## config.mk

```make
export PLATFORM = sky130hd
export DESIGN_NAME = fmult_accum
export DESIGN_NICKNAME = d
export VERILOG_FILES = /design/src/rtl/fa_pkg.sv /design/src/rtl/fmult_accum_fmult.sv /design/src/rtl/fmult_accum.sv
export SDC_FILE = /design/constraint.sdc
export NUM_CORES = 1
export LEC_CHECK = 0
export BUFFER_PORTS_ARGS = -buffer_cell sky130_fd_sc_hd__buf_2
export CAP_MARGIN = 0
export CORE_MARGIN = 4
export CORE_UTILIZATION = 45
export DETAILED_ROUTE_END_ITERATION = 8
export PLACE_DENSITY = 0.63
export SLEW_MARGIN = 20
export SYNTH_ARGS = -nofsm -noshare
export SYNTH_HDL_FRONTEND = slang
export SYNTH_SLANG_ARGS = --single-unit
```

## constraint.sdc

```tcl
create_clock -name clk -period 23.2 [get_ports clk]
set_input_delay 2.32 -clock clk [delete_from_list [all_inputs] [get_ports clk]]
set_output_delay 2.32 -clock clk [all_outputs]
set_load 0.005 [all_outputs]
```

## src/rtl/fa_pkg.sv

```systemverilog
// Shared widths, state encoding and float field positions for the
// G.726 signal-estimate accumulator.
package fa_pkg;

  localparam int unsigned COEF_W = 16;
  localparam int unsigned FLT_W  = 11;
  localparam int unsigned ACC_W  = 16;
  localparam int unsigned EST_W  = 15;

  // Float operand layout {sign, exp[3:0], mant[5:0]}
  localparam int unsigned FLT_SIGN    = 10;
  localparam int unsigned FLT_EXP_HI  = 9;
  localparam int unsigned FLT_EXP_LO  = 6;
  localparam int unsigned FLT_MANT_HI = 5;
  localparam int unsigned FLT_MANT_LO = 0;

  typedef logic [1:0] state_t;

  localparam state_t ST_IDLE = 2'd0;
  localparam state_t ST_MUL  = 2'd1;
  localparam state_t ST_FIN  = 2'd2;

endpackage

```

## src/rtl/fmult_accum_fmult.sv

```systemverilog
// Combinational G.726 FMULT: Q14 coefficient times 11-bit float,
// producing a 16-bit two's complement product term.
module fmult
  import fa_pkg::*;
(
  input  logic [COEF_W-1:0] coef,
  input  logic [FLT_W-1:0]  flt,
  output logic [ACC_W-1:0]  w
);

  logic        c_sgn;
  logic [12:0] c_mag;
  logic [3:0]  c_exp;
  logic [5:0]  c_mant;
  logic        f_sgn;
  logic [3:0]  f_exp;
  logic [5:0]  f_mant;
  logic [4:0]  w_exp;
  logic [7:0]  w_mant;
  logic [14:0] w_base;
  logic [14:0] w_mag;

  // Convert the coefficient to float, multiply mantissas, add exponents,
  // then denormalise back to a signed fixed-point magnitude.
  always_comb begin
    c_sgn  = coef[COEF_W-1];
    c_mag  = 13'((c_sgn ? -coef : coef) >> 2);
    c_exp  = '0;
    for (int unsigned i = 0; i < 13; i++) begin
      if (c_mag[i]) c_exp = 4'(i + 1);
    end
    c_mant = (c_mag == '0) ? 6'd32 : 6'({c_mag, 6'b0} >> c_exp);

    f_sgn  = flt[FLT_SIGN];
    f_exp  = flt[FLT_EXP_HI:FLT_EXP_LO];
    f_mant = flt[FLT_MANT_HI:FLT_MANT_LO];

    w_exp  = 5'(c_exp) + 5'(f_exp);
    w_mant = 8'((12'(c_mant) * 12'(f_mant) + 12'd48) >> 4);
    w_base = {w_mant, 7'b0};
    w_mag  = (w_exp > 5'd26) ? (w_base << (w_exp - 5'd26))
                             : (w_base >> (5'd26 - w_exp));
    w      = (c_sgn ^ f_sgn) ? -{1'b0, w_mag} : {1'b0, w_mag};
  end

endmodule

```

## src/rtl/fmult_accum.sv

```systemverilog
// G.726 signal estimate: sequences six zero-predictor and two
// pole-predictor FMULT terms through one shared multiplier, one per clock,
// accumulating into SEZ (zero terms only) and SE (all terms).
module fmult_accum
  import fa_pkg::*;
#(
  parameter int unsigned NTERM_B = 6,
  parameter int unsigned NTERM_A = 2
) (
  input  logic                clk,
  input  logic                reset,
  input  logic                trig,
  input  logic [COEF_W-1:0]   b1,
  input  logic [COEF_W-1:0]   b2,
  input  logic [COEF_W-1:0]   b3,
  input  logic [COEF_W-1:0]   b4,
  input  logic [COEF_W-1:0]   b5,
  input  logic [COEF_W-1:0]   b6,
  input  logic [FLT_W-1:0]    dq1,
  input  logic [FLT_W-1:0]    dq2,
  input  logic [FLT_W-1:0]    dq3,
  input  logic [FLT_W-1:0]    dq4,
  input  logic [FLT_W-1:0]    dq5,
  input  logic [FLT_W-1:0]    dq6,
  input  logic [COEF_W-1:0]   a1,
  input  logic [COEF_W-1:0]   a2,
  input  logic [FLT_W-1:0]    sr1,
  input  logic [FLT_W-1:0]    sr2,
  output logic [EST_W-1:0]    sez,
  output logic [EST_W-1:0]    se,
  output logic                done,
  output logic                busy
);

  localparam int unsigned NTERM  = NTERM_B + NTERM_A;
  localparam logic [2:0]  LAST_B = 3'(NTERM_B - 1);
  localparam logic [2:0]  LAST   = 3'(NTERM - 1);

  state_t            state;
  logic [2:0]        idx;
  logic [ACC_W-1:0]  acc;
  logic [ACC_W-1:0]  acc_nxt;
  logic [ACC_W-1:0]  w;
  logic [COEF_W-1:0] coef_q [NTERM];
  logic [FLT_W-1:0]  flt_q  [NTERM];

  fmult u_fmult (
    .coef (coef_q[idx]),
    .flt  (flt_q[idx]),
    .w    (w)
  );

  assign acc_nxt = acc + w;
  assign done    = (state == ST_FIN);
  assign busy    = (state != ST_IDLE);

  // Snapshot all operands when a run is accepted so inputs may change mid-run.
  always_ff @(posedge clk) begin
    if (state == ST_IDLE && trig && !reset) begin
      coef_q[0] <= b1;  flt_q[0] <= dq1;
      coef_q[1] <= b2;  flt_q[1] <= dq2;
      coef_q[2] <= b3;  flt_q[2] <= dq3;
      coef_q[3] <= b4;  flt_q[3] <= dq4;
      coef_q[4] <= b5;  flt_q[4] <= dq5;
      coef_q[5] <= b6;  flt_q[5] <= dq6;
      coef_q[6] <= a1;  flt_q[6] <= sr1;
      coef_q[7] <= a2;  flt_q[7] <= sr2;
    end
  end

  // Sequencer and accumulator: one term per MUL cycle, modulo-2^16 sum.
  always_ff @(posedge clk) begin
    if (reset) begin
      state <= ST_IDLE;
      idx   <= '0;
      acc   <= '0;
      se    <= '0;
      sez   <= '0;
    end else begin
      case (state)
        ST_IDLE: begin
          if (trig) begin
            idx   <= '0;
            acc   <= '0;
            state <= ST_MUL;
          end
        end
        ST_MUL: begin
          acc <= acc_nxt;
          idx <= idx + 3'd1;
          if (idx == LAST_B) sez <= acc_nxt[ACC_W-1:1];
          if (idx == LAST) begin
            se    <= acc_nxt[ACC_W-1:1];
            state <= ST_FIN;
          end
        end
        ST_FIN:  state <= ST_IDLE;
        default: state <= ST_IDLE;
      endcase
    end
  end

endmodule

```

# Word-level counts from Yosys, hierarchy flattened
# Memories as Yosys holds them, arrays and structs flattened. A register that Yosys moved wholly into a read port is not among the register bits.
# Index checks and enable logic that the tools add are counted.
# word_totals
word_cells	68
mem_count	2
regBits	51
out_inout_bits	32
rom_bits	0
ramBits	216
latchBits	0
inputBits	219
# op_classes
eq_ne	6
bitwise	1
shift	3
div	0
mul	1
addsub	8
muxes	30
reduce_logical	11
order_cmp	1
# mem_list
memory	depth	word_bits	rd	rd_clocked_by_memory_dff	wr	line	text
coef_q	8	16	1	1	8	fmult_accum.sv:44	logic [COEF_W-1:0] coef_q [NTERM];
flt_q	8	11	1	1	8	fmult_accum.sv:45	logic [FLT_W-1:0] flt_q [NTERM];
# op_table
cell	count
4-bit two-way mux	12
16-bit two-way mux	2
16-bit one-hot mux with 2 select lines	1
15-bit two-way mux	2
19-bit by 4-bit >> shifter with 6-bit output	1
16-bit adder	1
15-bit negation with 16-bit output	1
3-bit two-way mux	5
15-bit negation	1
15-bit by 5-bit left shift with 15-bit output	1
15-bit by 5-bit >> shifter with 15-bit output	1
13-bit logical NOT	1
12-bit by 6-bit adder with 12-bit output, second input constant	1
6-bit by 6-bit multiplier with 12-bit output	1
2-bit AND reduction	4
3-bit equality test, second input constant	2
6-bit two-way mux	1
3-bit one-hot mux with 2 select lines	1
4-bit by 4-bit adder with 5-bit output	1
5-bit greater-than comparator, second input constant	1
5-bit subtractor, first input constant	1
5-bit subtractor, second input constant	1
2-bit two-way mux	2
2-bit inequality test, second input constant	2
other kinds (10)	14

# Logic depth before layout (Yosys ltp)
# Gate-level depths: netlist of the first run.
# depth
depth_word	25
ltp_mapped	52
ltp_nobuf	47

# By module
# A second synthesis of the first run with hierarchy kept.
# unflattened
cells_unflattened	1195
area_unflattened_um2	14735.4
# by_module_without_submodules
mod	seq_area_each_um2	cells_per_inst	n_inst	area_per_inst_um2
fmult_accum	7567.3	644	1	10904.2
fmult	0.0	551	1	3831.2

# Least setup slack after synthesis of the first run
# No wires, ideal clock.
# synth_timing
path_kind	in2reg
startpoint	input port reset
endpoint	memory coef_q[0][0] (enable)
slack_ps	4009
n_path_buf	1
setup_ps	1100
arrival_ps	18091
t_required_ps	22100
stages	2
path_cell_list	buf_1 nor3b_1
# synth_rtl
element	line	text
start: declaration	fmult_accum.sv:11	input logic reset,
end: declaration	fmult_accum.sv:44	

==> results of run 1 <==
## state kept, by name, summed over array words and instances (netlist names), named ones only
register and cells:
acc 16, coef_q 128, flt_q 88, idx 3, se 15, sez 15, state 2
## layout make-up
class | count | share of cell area (%)
Clock buffer | 31 | 4.17
Clock inverter | 21 | 1.69
Inverter | 40 | 0.854
Multi-Input combinational cell | 889 | 39.5
Sequential cell | 270 | 43.1
Tap cell | 442 | 3.15
Timing Repair Buffer | 260 | 7.57
## kinds of logic after synthesis
logic type / synth area share (%)
adders and majority gates: 6.97
and+or+nand+nor: 13.7
DFF: 50.8
AOI/OAI and AO/OA: 12.1
buffers and inverters: 2.82
muxes: 11.1
xor gates and xnor gates: 2.59
## metal layers
| metal | GRT usage (%) | up-vias | share of wire [%] |
|---|---|---|---|
| li1 | - | 5226 | - |
| met1 | 26.2 | 5085 | 43 |
| met2 | 33.0 | 303 | 49 |
| met3 | 3.17 | 55 | 5.5 |
| met4 | 4.03 | 4 | 2.0 |
| met5 | 0 | - | 0.039 |
## power by group
group          internal (mW)  total (mW)  leakage, nW  switching, mW
combinational          0.546        1.34         3.78          0.793
sequential             0.549       0.560         2.44         0.0117
clock                  0.307       0.494        0.505          0.188
## through the flow
step | hold WS (ns) | util (%) | cell area (um2)
3_3_place_gp | 0.439 | 50.7 | 16500
6_report | 0.451 | 53.9 | 17600
2_1_floorplan | 0.453 | - | 14900
5_1_grt | 0.469 | 53.9 | 17600
3_5_place_dp | 0.447 | 50.7 | 16500
4_1_cts | 0.455 | 53.8 | 17600
## worst max-delay path, delay by kind of cell, from the launching register on
| kind | cells | cell delay (ns) |
|---|---|---|
| compound gates | 16 | 4.37 |
| xor+xnor | 3 | 0.54 |
| fa+ha+maj | 7 | 2.57 |
| buf+inv | 5 | 0.96 |
| flops | 1 | 0.63 |
| mux | 3 | 1.33 |
| simple gates | 13 | 3.00 |
## synth_stat cells (9+ instances only)
library cell,n
a21oi_1,60
o21a_1,10
clkbuf_1,26
nor3_1,42
a211oi_1,16
or2_2,14
mux2i_1,39
mux2_2,9
xor2_1,9
a21o_1,9
nand2b_1,19
buf_2,9
inv_1,37
edfxtp_1,216
ha_1,51
a31oi_1,10
fa_1,20
dfxtp_1,54
a22oi_1,15
nand3_1,13
mux4_2,47
xnor2_1,35
nor2_1,126
nand2_1,134
o31ai_1,10
and2_1,10
o21ai_0,36
## path summary, 6_finish.rpt
path	from	end	slack, ns	cells after the start
worst max register to register	flop	se[14]	9.68	47
worst max-delay path	flop	se[14]	9.68	47
worst min-delay path	sez[3]	sez[3]	0.45	2
worst min register to register	sez[3]	sez[3]	0.45	2
==> impl_metrics.env, run 1 <==
export IMPL_crit_arrival_ns=13.98
export IMPL_drv_slew=0
export IMPL_vias_per_cell=5.46
export IMPL_grt_start_max_net_pins=91
export IMPL_core_mm2=0.0326
export IMPL_relSlewSlack_pct=40.7
export IMPL_final_cells=1953
export IMPL_syn_area_mm2=0.0149
export IMPL_worstMarginPinSlew_ns=0.890
export IMPL_synthCells=1252
export IMPL_dieHeight_um=190
export IMPL_ys_seq_area_share_pct=50.8
export IMPL_die_area_mm2=0.0361
export IMPL_synth_edf_count=216
export IMPL_finalPower_mw=2.39
export IMPL_rows=66
export IMPL_num_vias=10700
export IMPL_ys_warnings_count=0
export IMPL_hp_class="flop to flop"
export IMPL_fin_crit_sh_pct=58.3
export IMPL_layout_commonest_cell="buf_2"
export IMPL_crit_path_end_kind="flop"
export IMPL_clock_latency_ns=0.55
export IMPL_io_pin_count=251
export IMPL_diodes=0
export IMPL_grt_pass1_vias=10700
export IMPL_area_growth_pct=17.9
export IMPL_hold_buffers=0
export IMPL_ant_nets=0
export IMPL_cap_violations=0
export IMPL_fmax_mhz=74.0
export IMPL_synth_cell_type_count=90
export IMPL_drt_iter0_drc=686
export IMPL_clockBufferDepth=3
export IMPL_crit_fanout=34
export IMPL_crit_type="flop to flop"
export IMPL_synth_seq_cells=270
export IMPL_htreeDepth=1
export IMPL_p_leak_nw=6.72
export IMPL_multiInputGateArea_mm2=0.00693
export IMPL_grt_overflow_total=0
export IMPL_hold_viol_final=0
export IMPL_ir_worst_vdd_uv=99.7
export IMPL_final_cell_mix="buf_2, edfxtp_1, nand2_1"
export IMPL_grt_pass1_wl_mm=56.5
export IMPL_clkSinkCount=270
export IMPL_dr_pass1_iters=6
export IMPL_antenna_found_initial=2
export IMPL_grt_usage_pct=19.3
export IMPL_cpMaxStageDelayCell="a221oi_2"
export IMPL_fillers=2814
export IMPL_wl_per_cell_um=18.2
export IMPL_cp_common_cell="fa_1"
export IMPL_yosys_area_top_type="edfxtp_1"
export IMPL_synthTopCellsByArea="edfxtp_1, dfxtp_1, mux4_2"
export IMPL_die_w_um=190
export IMPL_drt_wl_total_mm=35.5
export IMPL_fin_skew_ns=0.0132
export IMPL_dp_hpwl_mm=26.6
export IMPL_cts_root_buf="clkbuf_16"
export IMPL_status="completed"
export IMPL_fin_nets=1780
export IMPL_cp_start_kind="flop"
export IMPL_drc=0
export IMPL_cts_made_buffers=29
export IMPL_placedCellCount=1901
export IMPL_period_needed_ns=13.52
export IMPL_gp_congestion=0.857
export IMPL_synth_nets=1542
export IMPL_place_ws_ns=9.75
export IMPL_initial_core_util_pct=45.7
export IMPL_seq_area_mm2=0.00758
export IMPL_post_cts_buffers=0
export IMPL_cts_tree="yes"
export IMPL_cp_slowest_stage_delay_ns=0.77
export IMPL_power_density_mw_per_mm2=136
export IMPL_syn_area_per_cell_um2=11.9
export IMPL_fin_tns_setup_ns=0
export IMPL_asyncSetResetFlopFracSynth_pct=0
export IMPL_netlist_area_leader_share_pct=43.5
export IMPL_clk_pin_slew_worst_paths_ns=0.06
export IMPL_rsz0062_at_grt="false"
export IMPL_drive_gt1_share_pct=27.1
export IMPL_postCtsResizedCells=0
export IMPL_io_buffers=250
export IMPL_finalSetupViolCount=0
export IMPL_setup_ws_ns=9.68
export IMPL_required_ns=23.66
export IMPL_synth_ff_type="edfxtp_1"
No activity file was read; power rests on OpenSTA's default activity.
==> run 2, diff against run 1 <==
Settings changed: ABC_AREA set to 1.
Clock period 23.2 ns to 14.1 ns, I/O delays scaled along.
==> impl_metrics.env, run 2 <==
export IMPL_status="completed"
export IMPL_dieHeight_um=186
export IMPL_hold_depth=2
export IMPL_grt_pass1_wl_mm=55.6
export IMPL_fin_nets=2068
export IMPL_synthCells=1551
export IMPL_crit_arrival_ns=12.47
export IMPL_grt_start_max_net_pins=80
export IMPL_largest_register="coef_q"
export IMPL_gp_congestion=0.863
export IMPL_p_leak_nw=7.52
export IMPL_crit_type="flop to flop"
export IMPL_synth_cell_type_count=47
export IMPL_crit_path_end_kind="flop"
export IMPL_power_density_mw_per_mm2=278
export IMPL_vias_per_cell=5.12
export IMPL_crit_fanout=67
export IMPL_post_cts_buffers=0
export IMPL_reg2reg_setup_slack_ns=2.11
export IMPL_multiInputGateArea_mm2=0.00586
export IMPL_cts_tree="yes"
export IMPL_yosys_area_top_type="edfxtp_1"
export IMPL_rsz0062_at_grt="false"
export IMPL_synth_seq_cells=270
export IMPL_synth_ff_type="edfxtp_1"
export IMPL_drive_gt1_share_pct=19.6
export IMPL_dp_hpwl_mm=25.4
export IMPL_reg_top3="coef_q x128, flt_q x88, acc x16"
export IMPL_die_area_mm2=0.0347
export IMPL_worstMarginPinSlew_ns=1.00
export IMPL_cts_made_buffers=29
export IMPL_grt_overflow_total=0
export IMPL_hold_buffers=0
export IMPL_period_needed_ns=11.99
export IMPL_rr_worst_depth=70
export IMPL_clock_latency_ns=0.56
export IMPL_clk_pin_slew_worst_paths_ns=0.06
export IMPL_hp_class="flop to flop"
export IMPL_required_ns=14.58
export IMPL_wl_per_cell_um=15.8
export IMPL_whs_endpoint="acc[15]"
export IMPL_io_buffers=250
export IMPL_grt_pass1_vias=10900
export IMPL_synthTopCellsByArea="edfxtp_1, nand2_1, dfxtp_1"
export IMPL_htreeDepth=1
export IMPL_clockBufferDepth=3
export IMPL_netlist_area_leader_share_pct=45.3
export IMPL_yosys_top_cells_count="nand2_1, edfxtp_1, inv_1, nand3_1, nor2_1"
export IMPL_clkSinkCount=270
export IMPL_drv_slew=0
export IMPL_drc=0
export IMPL_cp_slowest_stage_delay_ns=0.86
export IMPL_hold_viol_final=0
export IMPL_syn_area_mm2=0.0143
export IMPL_synth_nets=1841
export IMPL_cap_violations=0
export IMPL_cpMaxStageDelayCell="clkinv_2"
export IMPL_finalSetupViolCount=0
export IMPL_io_pin_count=251
export IMPL_place_ws_ns=2.17
export IMPL_min_from="acc[15]"
export IMPL_postCtsResizedCells=0
export IMPL_fmax_mhz=83.4
export IMPL_ys_seq_area_share_pct=52.9
export IMPL_cp_start_kind="flop"
export IMPL_ir_worst_vdd_uv=233
export IMPL_seq_area_mm2=0.00757
export IMPL_holdWs_ns=0.467
export IMPL_largest_reg_flops=128
export IMPL_r2r_end="se[14]"
export IMPL_relSlewSlack_pct=33.2
export IMPL_initial_core_util_pct=45.5
export IMPL_cp_common_cell="nand2_1"
export IMPL_antenna_found_initial=5
export IMPL_rows=65
export IMPL_ys_warnings_count=0
export IMPL_die_w_um=186
export IMPL_ant_nets=0
export IMPL_fillers=2891
export IMPL_drt_wl_total_mm=34.9
export IMPL_grt_usage_pct=19.3
export IMPL_final_cell_mix="nand2_1, buf_2, edfxtp_1"
export IMPL_yosysMostFrequentCell="nand2_1"
export IMPL_syn_area_per_cell_um2=9.23
export IMPL_layout_commonest_cell="nand2_1"
export IMPL_drt_iter0_drc=732
export IMPL_cts_root_buf="clkbuf_16"
export IMPL_num_vias=11300
export IMPL_asyncSetResetFlopFracSynth_pct=0
export IMPL_fin_skew_ns=0.0191
export IMPL_core_mm2=0.0315
export IMPL_area_growth_pct=16.9
export IMPL_fin_crit_sh_pct=85.0
export IMPL_setup_ws_ns=2.11
export IMPL_dr_pass1_iters=5
export IMPL_fin_tns_setup_ns=0
export IMPL_synth_edf_count=216
-- run 2: cell count changes after synthesis, moves of 40 or more --
cell / before / now
nand2_1: 134 / 387
nand3_1: 13 / 125
nor3_1: 42 / 2
inv_1: 37 / 143
mux4_2: 47 / 0
o21ai_0: 36 / 101
-- run 2: worst max path at each step --
| stage | from | end | slack [ns] | depth (start not counted) |
|---|---|---|---|---|
| global route | flop | se[14] | 0.72 | 71 |
| detailed placement | flop | se[14] | 2.17 | 71 |
| floorplan | reset | coef_q[0][0] | 2.72 | 2 |
| CTS | flop | se[14] | 2.14 | 71 |
| finish | flop | se[14] | 2.11 | 70 |
| global placement | flop | se[14] | 2.53 | 71 |
-- run 2: layout make-up --
class / instances / share of cell area (%)
diodes: 3 / 0.0448
clock buffers: 36 / 4.81
clock inverters: 14 / 0.568
inverters: 152 / 3.42
multi-input cells: 1065 / 35.0
flip-flops and latches: 270 / 45.2
well taps: 402 / 3.00
repair buffers: 260 / 7.92
-- run 2: layer usage --
layer / vias up / global-route usage, % / share of wire, %
li1: 5706 / - / -
met5: - / 0 / 0.066
met2: 272 / 33.9 / 49
met1: 5247 / 25.1 / 43
met4: 4 / 4.86 / 2.5
met3: 55 / 3.01 / 4.8
-- run 2: per-stage QoR --
stage / total power, mW / std cells / util, % / cell area [um2]
floorplan: 3.26 / 1551 / - / 14300
global placement: 3.92 / 2149 / 50.3 / 15800
detailed placement: 3.94 / 2149 / 50.3 / 15800
CTS: 4.68 / 2199 / 53.2 / 16700
global route: 5.14 / 2202 / 53.2 / 16700
finish: 4.65 / 2202 / 53.2 / 16700
-- run 2: kinds of logic after synthesis --
family	count (synthesis)	synth area share, %
AO/OA/AOI/OAI	269	10.6
XOR/XNOR	42	2.67
adder cells (fa/ha/maj)	71	7.25
buffers and inverters	216	6.26
flip-flops	270	52.9
multiplexers	2	0.140
AND/OR/NAND/NOR	681	20.2
-- run 2: power by group --
group	total, mW	internal [mW]	switching, mW
clock	0.717	0.406	0.311
sequential	0.922	0.905	0.0175
combinational	3.01	1.05	1.96
-- run 2: worst max-delay path: cells and delay by family (launching register included) --
family / cells / cell delay [ns]
AND/OR/NAND/NOR: 46 / 4.88
AO/OA/AOI/OAI: 10 / 1.69
buffers and inverters: 5 / 1.13
XOR/XNOR: 2 / 0.43
flip-flops: 1 / 0.70
adder cells (fa/ha/maj): 7 / 2.99
